## config.mk

```make
export PLATFORM = sky130hd
export DESIGN_NAME = pretrigger_sequencer
export DESIGN_NICKNAME = d
export VERILOG_FILES = /design/src/rtl/pretrigger_sequencer.sv
export SDC_FILE = /design/constraint.sdc
export NUM_CORES = 1
export LEC_CHECK = 0
export CAP_MARGIN = 25
export CORE_ASPECT_RATIO = 0.9
export CORE_UTILIZATION = 30
export DETAILED_ROUTE_END_ITERATION = 10
export GPL_TIMING_DRIVEN = 0
export PLACE_DENSITY_LB_ADDON = 0.15
export SLEW_MARGIN = 5
export SYNTH_ARGS = -nofsm -noshare
export SYNTH_HDL_FRONTEND = slang
export SYNTH_SLANG_ARGS = --single-unit
```

## constraint.sdc

```tcl
create_clock -name evrClk -period 3.15 [get_ports evrClk]
set_input_delay 0.315 -clock evrClk [delete_from_list [all_inputs] [get_ports evrClk]]
set_output_delay 0.315 -clock evrClk [all_outputs]
set_load 0.01 [all_outputs]
```

## src/rtl/pretrigger_sequencer.sv

```systemverilog
// Pretrigger sequencer: turns a falling pretrigger edge into a delayed strobe,
// a gate of programmable width and a hold-off window, with event statistics.
module pretrigger_sequencer #(
  parameter int CNT_WIDTH  = 16,
  parameter int STAT_WIDTH = 16
) (
  input  logic                  evrClk,
  input  logic                  evrRst_n,
  input  logic                  evrPretrigger,
  input  logic                  cfgEnable,
  input  logic [CNT_WIDTH-1:0]  cfgDelay,
  input  logic [CNT_WIDTH-1:0]  cfgWidth,
  input  logic [CNT_WIDTH-1:0]  cfgHoldoff,
  input  logic                  statClear,
  output logic                  evrGateDriverStrobe,
  output logic                  evrGate,
  output logic                  busy,
  output logic [STAT_WIDTH-1:0] triggerCount,
  output logic [STAT_WIDTH-1:0] missedCount
);

  typedef enum logic [1:0] {IDLE, DELAY, GATE, HOLDOFF} state_t;

  localparam logic [CNT_WIDTH-1:0]  CNT_ONE  = 1;
  localparam logic [STAT_WIDTH-1:0] STAT_ONE = 1;

  state_t                 state;
  logic                   pretrig_d;
  logic [CNT_WIDTH-1:0]   cnt;
  logic [CNT_WIDTH-1:0]   lat_width;
  logic [CNT_WIDTH-1:0]   lat_holdoff;
  logic                   event_det;
  logic                   trig_inc;
  logic                   miss_inc;

  assign event_det = !evrPretrigger && pretrig_d;
  assign trig_inc  = event_det && (state == IDLE) && cfgEnable;
  assign miss_inc  = event_det && busy;

  // cnt is loaded straight from cfgDelay at the event, so it doubles as the
  // latched delay; every phase counts down to zero before moving on.
  always_ff @(posedge evrClk or negedge evrRst_n) begin
    if (!evrRst_n) begin
      state               <= IDLE;
      pretrig_d           <= 1'b0;
      cnt                 <= '0;
      lat_width           <= '0;
      lat_holdoff         <= '0;
      evrGateDriverStrobe <= 1'b0;
      evrGate             <= 1'b0;
      busy                <= 1'b0;
    end else begin
      pretrig_d           <= evrPretrigger;
      evrGateDriverStrobe <= 1'b0;
      if (state != IDLE && !cfgEnable) begin
        state   <= IDLE;
        evrGate <= 1'b0;
        busy    <= 1'b0;
      end else begin
        case (state)
          IDLE: begin
            if (event_det && cfgEnable) begin
              state       <= DELAY;
              busy        <= 1'b1;
              cnt         <= cfgDelay;
              lat_width   <= cfgWidth;
              lat_holdoff <= cfgHoldoff;
            end
          end
          DELAY: begin
            if (cnt == '0) begin
              state               <= GATE;
              evrGateDriverStrobe <= 1'b1;
              evrGate             <= 1'b1;
              // a zero width still yields a one-cycle gate
              cnt                 <= (lat_width == '0) ? '0 : lat_width - CNT_ONE;
            end else begin
              cnt <= cnt - CNT_ONE;
            end
          end
          GATE: begin
            if (cnt == '0) begin
              evrGate <= 1'b0;
              if (lat_holdoff == '0) begin
                state <= IDLE;
                busy  <= 1'b0;
              end else begin
                state <= HOLDOFF;
                cnt   <= lat_holdoff - CNT_ONE;
              end
            end else begin
              cnt <= cnt - CNT_ONE;
            end
          end
          HOLDOFF: begin
            if (cnt == '0) begin
              state <= IDLE;
              busy  <= 1'b0;
            end else begin
              cnt <= cnt - CNT_ONE;
            end
          end
          default: begin
            state   <= IDLE;
            evrGate <= 1'b0;
            busy    <= 1'b0;
          end
        endcase
      end
    end
  end

  // Saturating statistics; a clear on the same edge overrides any increment.
  always_ff @(posedge evrClk or negedge evrRst_n) begin
    if (!evrRst_n) begin
      triggerCount <= '0;
      missedCount  <= '0;
    end else if (statClear) begin
      triggerCount <= '0;
      missedCount  <= '0;
    end else begin
      if (trig_inc && triggerCount != '1) triggerCount <= triggerCount + STAT_ONE;
      if (miss_inc && missedCount != '1)  missedCount  <= missedCount + STAT_ONE;
    end
  end

endmodule

```

## After elaboration in Yosys (flattened, before gate mapping)

Cells that the tools add are included.

- Equality and inequality tests: 13
- Muxes and demuxes: 30
- Add/subtract/negate cells: 5
- Reductions and logical operators: 24
- Bitwise gates (word level): 1

Operator list:

| cell | number |
|---|---|
| 16-bit two-way mux | 10 |
| 16-bit one-hot mux with 4 select lines | 1 |
| 16-bit logical NOT | 3 |
| 16-bit by 1-bit subtractor with 16-bit output, second input constant | 3 |
| 16-bit by 1-bit adder with 16-bit output, second input constant | 2 |
| 16-bit inequality test, second input constant | 2 |
| 3-bit inequality test, second input constant | 5 |
| 2-bit two-way mux | 6 |
| 1-bit two-way mux | 10 |
| 1-bit logical AND | 8 |
| 2-bit one-hot mux with 4 select lines | 1 |
| 4-bit AND reduction | 2 |
| 3-bit AND reduction | 2 |
| 2-bit nonzero test | 3 |
| 5-bit AND reduction | 1 |
| 2-bit equality test, second input constant | 2 |
| 4-bit nonzero test | 1 |
| 3-bit by 1-bit inequality test with 1-bit output, second input constant | 1 |
| 1-bit one-hot mux with 3 select lines | 1 |
| 3-bit nonzero test | 1 |
| 2-bit by 1-bit equality test with 1-bit output, second input constant | 1 |
| 1-bit logical NOT | 2 |
| 2-bit logical NOT | 1 |
| 2-bit by 1-bit inequality test with 1-bit output, second input constant | 1 |
| 3 further kinds | 3 |

- Output and inout bits: 35
- Logic and storage cells: 83
- Bits in registers: 86

## Depth between registers and ports, before layout

Gate-level depths: netlist of the first run.

- Depth after elaboration: 7
- Depth in mapped cells: 10

## Worst setup path before layout of the first run

OpenSTA, ideal clock, no wires.

- Path kind: reg2reg
- Start: reg lat_holdoff[0]
- End: reg cnt[10]
- Setup slack: 830 ps
- Data arrival time: 2,184 ps
- Required time: 3,014 ps
- Clock period less this slack: 2,320 ps
- Buffers on the path: 0
- Cell stages (with the launch flop): 9
- Path through: dfrtp_1 inv_1 ha_1 nor3b_1 nand2_1 or3_1 xnor2_1 a2111oi_0 o21ai_0

- Word-level cells in the longest chain between the ends: 4
- Elaborated cells on any way between the ends: 7

Ends and longest elaborated chain:

| element | line | RTL |
|---|---|---|
| start, declared | 31 | `logic [CNT_WIDTH-1:0] lat_holdoff;` |
| start signal, assigned | 67 | `lat_holdoff <= cfgHoldoff;` |
| 16-bit by 1-bit subtractor with 16-bit output | 89 | `cnt <= lat_holdoff - CNT_ONE;` |
| 16-bit two-way mux | 84 | `if (lat_holdoff == '0) begin` |
| 16-bit two-way mux | 82 | `if (cnt == '0) begin` |
| 16-bit one-hot mux with 4 select lines | 60 | `case (state)` |
| end signal, assigned | 65 | `cnt <= cfgDelay;` |
| end signal, assigned | 89 |  |
| end signal, assigned | 92 | `cnt <= cnt - CNT_ONE;` |
| end, declared | 29 | `logic [CNT_WIDTH-1:0] cnt;` |

Several ways; a longest one is shown, not always the timed one. The select of a mux whose other input is x is not followed.
A chain may end at the register's enable or synchronous reset.

## Worst setup path after layout of the first run

- Start: reg lat_holdoff[4]
- End: reg cnt[4]

The elaborated chain is that of the path after synthesis.

==> results of run 1 <==
## cell usage after synthesis (8+ instances only)
cell type   n  area (um2)
dfrtp_1    86        2152
nor2_1     70       262.8
nand2_1    51       191.4
xor2_1     39       341.6
mux2_2     32       360.4
o21ai_0    26       130.1
a21oi_1    22       110.1
nand3_1    20       100.1
clkbuf_1   18       67.56
nor3_1     18       90.09
nand4_1    16       100.1
xnor2_1    16       140.1
nor4_1     15       93.84
inv_1      14       52.55
ha_1        8       100.1
o211ai_1    8       60.06
## stage by stage
stage / setup TNS [ps] / util [%] / setup slack, ps
2_1_floorplan: 0 / - / 829.6
3_3_place_gp: -143500 / 37.28 / -1675
3_5_place_dp: 0 / 37.46 / 20.70
4_1_cts: 0 / 39.35 / 160.7
5_1_grt: 0 / 39.41 / 147.8
6_report: 0 / 39.41 / 390.8
## logic make-up (layout without fill, tap and decap cells)
family          count (synthesis)  count (layout)  share of synthesized area (%)
simple gates                  235             235                          22.88
compound gates                104             104                          13.41
flops                          86              86                          41.86
xor+xnor                       55              55                          9.370
buf+inv                        39             146                          2.945
mux                            35              35                          7.593
fa+ha+maj                       8               8                          1.947
## worst max-delay path, cell delays in order (launching register included)
cell and delay [ps]:
dfrtp_1 350, clkbuf_1 180, nor4_1 750, nand4_1 330
nand2b_1 140, buf_2 220, a21o_1 230, buf_2 280
nand2_1 80, o211ai_1 100
## power breakdown
group	internal [mW]	leakage (nW)	switching, mW	total, mW
Combinational	0.384	1.33	0.433	0.817
Sequential	1.27	1.09	0.225	1.50
Clock	0.642	0.149	0.482	1.12
Total	2.30	2.56	1.14	3.44
## sequential cells by signal, summed over array words and instances, names as in the netlist
signal and cells:
evrGateDriverStrobe 1, state 2, lat_width 16, busy 1
missedCount 16, pretrig_d 1, triggerCount 16, lat_holdoff 16
cnt 16, evrGate 1
## final cells by class
class	count	area, um2	area share (%)
multi-input cells	437	2844	42.87
inverters	15	56.30	0.8487
plain buffers	24	95.09	1.433
clock inverters	6	68.82	1.037
clock buffers	10	239.0	3.602
well taps	211	264.0	3.980
flip-flops and latches	86	2152	32.44
repair buffers	91	914.6	13.79
## timing repair
item / in CTS / in global routing
endpoints found under the setup margin: 0 / 1
hold endpoints to repair: 39 / 0
resized for setup: 0 / 1
hold buffers: 1 / 0
## metal layers
metal,vias to the layer above,global-route usage [%]
li1,2244,-
met1,2301,24.55
met2,151,28.79
met3,21,5.095
met4,0,5.236
met5,-,0
## path summary, 6_finish.rpt
check                           startpoint               to  slack [ps]  depth (start not counted)
setup reg to reg            lat_holdoff[4]           cnt[4]         390                          9
hold / removal               evrPretrigger        pretrig_d         430                          1
max in group asynchronous         evrRst_n   missedCount[1]        1990                          3
min in group asynchronous         evrRst_n           cnt[8]         510                          2
setup / recovery            lat_holdoff[4]           cnt[4]         390                          9
hold reg to reg            lat_holdoff[11]  lat_holdoff[11]         560                          1
==> flow_summary.toml, run 1 <==
[cts]
cts.sink_count = 86
cts.clk_slew.worst_paths_ps = 70
htreeDepth = 3
cts_setup_buffers = 0
cts_root_buf = "clkbuf_16"
insertion_delay_ps = 360
cts-buffers-inserted = 9
cts_tree = "yes"
cts_max_path_buffers = 2

[timing]
rsz0062_at_grt = "false"
whs_ps = 429.1
finalHoldViolCount = 0
skew_ps = 11.00
setup_viol = 0
max_freq_ghz = 0.3624
maxSlewViolCount = 0
worst_slew_pin_slew_ps = 954.4
fin_crit_sh_pct = 87.59
period_minus_slack_ps = 2759
slew-limit-headroom_pct = 35.78

[synth]
async_reset_ff_share_pct = 100.0
synth.avg_cell_area_um2 = 9.148
synth_cell_type_count = 59
synth_edf_count = 0
syn_area_mm2 = 0.005141
synthCells = 562
yosysSeqAreaShare_pct = 41.86
ys.warnings.count = 0
synth-seq-cells = 86
ys.flop_type = "dfrtp_1"
syn-num-nets = 623

[cells_and_area]
mostFrequentLayoutCells = "dfrtp_1 (86), clkdlybuf4s50_1 (86), nor2_1 (70), nand2_1 (51), xor2_1 (39)"
diodes = 0
fillers = 1680
nets = 725
final_cell_area_mm2 = 0.006634
drive_gt1_share_pct = 9.716
fin_cells = 880
area_growth_pct = 29.03

[worst_setup_path]
critPathRequiredTime_ps = 3420
crit_fanout = 10
crit_path_start_kind = "register"
critPathCaptureType = "register"
critPathKind = "reg2reg"
critPathArrivalTime_ps = 3030

[routing]
dr_wl_met3_um = 939
drt_iter0_drc = 394
met2_length_um = 7113
drt-pass1-iter-count = 5
top_layer = "met4"
drcViolationCount = 0
wl_met1_um = 7257
post_drt_wl_per_cell_um = 17.73
wl_um = 15600
detail-route-antenna-nets = 0
vias = 4717
via_per_inst = 5.360

[grt]
gr-usage-all-layers_pct = 18.32
grt_pass1_vias = 4567
antenna_found_initial = 0
grt_first_pass_wirelength_um = 24900
grt_max_degree = 48
grt_overflow = 0

[placed_design]
portBuffers = 87
place.gp.congestion = 0.8692
dp_hpwl_um = 11670
dpl.cell_count = 862
place_area_mm2 = 0.006306

[floorplanning]
placementRows = 45
start_util_pct = 30.54
io_pins = 88
die_y_um = 126.2
die-area_mm2 = 0.01767
design.core.area_mm2 = 0.01683
die_w_um = 140.0

[job]
max-cap-violations = 0

[power]
p_per_area_mw_per_mm2 = 518.4
power_mw = 3.439
ir_drop_v = 0.0003212
leakage_nw = 2.564

[outcome]
status = "finished clean"

[hold_path]
hold_class = "in2reg"
Power figures use the tool's default switching activity.
==> run 2, diff against run 1 <==
CTS_CLUSTER_DIAMETER = 60   (was unset)
clock period = 2.7 ns   (was 3.15 ns; I/O delays follow)
==> run 2 against run 1 <==
  * Register-to-register slack worse by 250 ps
  * Fmax is 7.7% higher
  * Flip-flop and latch count stayed put
  * Clock power is 17% higher
  * Cell area is 1.2% higher
==> flow_summary.toml, run 2 (synthesis results as in run 1) <==
[timing]
finalHoldViolCount = 0
setup_viol = 0
whs_ps = 385.2
fin_crit_sh_pct = 94.93
period_minus_slack_ps = 2563
rsz0062_at_grt = "true"
slew-limit-headroom_pct = 35.65
maxSlewViolCount = 0
skew_ps = 10.56
layout_setup_ws_ps = 137.0
max_freq_ghz = 0.3902
worst_slew_pin_slew_ps = 956.5

[placed_design]
dp_hpwl_um = 11670
portBuffers = 87
pre_cts_ws_ps = -384.3
place.gp.congestion = 0.8692

[floorplanning]
start_util_pct = 30.54
die_y_um = 126.2
placementRows = 45
design.core.area_mm2 = 0.01683
io_pins = 88
die-area_mm2 = 0.01767
die_w_um = 140.0

[routing]
wl_um = 15680
drt_iter0_drc = 355
via_per_inst = 5.334
post_drt_wl_per_cell_um = 17.80
drt-pass1-iter-count = 5
detail-route-antenna-nets = 0
vias = 4699
drcViolationCount = 0

[outcome]
status = "finished clean"

[cells_and_area]
diodes = 0
nets = 726
area_growth_pct = 30.54
drive_gt1_share_pct = 10.90
mostFrequentLayoutCells = "dfrtp_1 (86), clkdlybuf4s50_1 (86), nor2_1 (70), nand2_1 (51), xor2_1 (39)"
fillers = 1677

[power]
p_per_area_mw_per_mm2 = 604.9
leakage_nw = 2.579
ir_drop_v = 0.0003724

[cts]
htreeDepth = 3
cts_max_path_buffers = 2
cts.clk_slew.worst_paths_ps = 70
cts-buffers-inserted = 9
cts.sink_count = 86
insertion_delay_ps = 350
cts_tree = "yes"
cts_root_buf = "clkbuf_16"

[worst_setup_path]
crit_path_start = "cnt[0]"
worst-r2r-cell-count = 9
r2r-start = "cnt[0]"
endpoint = "cnt[9]"
crit_path_frequent_cell = "o21ai_0"
critPathKind = "reg2reg"
critPathArrivalTime_ps = 2790
slowest_stage = "dfrtp_1"
critPathRequiredTime_ps = 2930
crit_fanout = 10
critPathCaptureType = "register"
slowest_delay_ps = 420
crit_path_cell_trace = "inv_1 > ha_1 > nor3b_1 > nand4_1 > clkbuf_1 > o211ai_1 > o21ai_0 > a221oi_1 > o21ai_0"
rrSetupSlack_ps = 140
reg2reg_to = "cnt[9]"
crit_path_start_kind = "register"

[grt]
grt_max_degree = 48
grt_pass1_vias = 4567
antenna_found_initial = 0
gr-usage-all-layers_pct = 18.32
grt_first_pass_wirelength_um = 24900
grt_overflow = 0

[hold_path]
hold_class = "in2reg"

[job]
max-cap-violations = 0
-- run 2: cell count changes in the layout (fill, tap and decap cells not counted), moves of 2 or more --
cell	before	now
nor4_1	15	9
nor4_4	1	3
nor4_2	0	4
buf_4	1	3
-- run 2: what timing repair did --
item / CTS / global route
resized for setup: 3 / 9
pin swaps: 0 / 1
endpoints found under the hold margin: 39 / 0
endpoints found under the setup margin: 13 / 16
buffers inserted: 0 / 2
hold buffers: 1 / 0
-- run 2: stage by stage --
step	instance area, um2	setup TNS [ps]	total power [mW]	cells	util [%]
finish	6711	0	4.060	881	39.87
global placement	6276	-182240	2.685	860	37.28
CTS	6641	0	4.042	879	39.45
global route	6711	-19.20	4.277	881	39.87
floorplan	5141	0	2.310	562	-
detailed placement	6306	-3688	2.707	862	37.46
-- run 2: where the power goes --
group	internal (mW)	switching (mW)	leakage, nW	total [mW]
clock	0.749	0.560	0.149	1.31
combinational	0.464	0.512	1.34	0.977
sequential	1.48	0.290	1.09	1.77
-- run 2: worst min-delay path by stage --
stage	cells after the start	start	to
2_1_floorplan	0	evrRst_n	busy
3_3_place_gp	1	lat_holdoff[11]	lat_holdoff[11]
3_5_place_dp	1	evrRst_n	cnt[8]
4_1_cts	1	evrPretrigger	pretrig_d
5_1_grt	1	evrPretrigger	pretrig_d
6_report	1	evrPretrigger	pretrig_d
-- run 2: layout make-up --
cell class | count | area [um2] | area share (%)
Clock inverter | 6 | 68.82 | 1.025
Inverter | 15 | 56.30 | 0.8389
Clock buffer | 10 | 239.0 | 3.561
Sequential cell | 86 | 2152 | 32.07
Tap cell | 211 | 264.0 | 3.934
Timing Repair Buffer | 92 | 924.6 | 13.78
Buffer | 24 | 95.09 | 1.417
Multi-Input combinational cell | 437 | 2912 | 43.38
-- run 2: critical path: cells and delay by family, from the launching register on --
family | cells | cell delay (ps)
AO/OA/AOI/OAI | 4 | 890
AND/OR/NAND/NOR | 2 | 570
flip-flops | 1 | 420
buffers and inverters | 2 | 420
adder cells (fa/ha/maj) | 1 | 170
-- run 2: metal layers --
layer  up-vias  wire, um  global-route usage, %
met5         -         0                      0
met4         0       291                  5.236
met3        24       852                  5.095
met2       134      7183                  28.79
met1      2300      7354                  24.55
li1       2241         -                      -
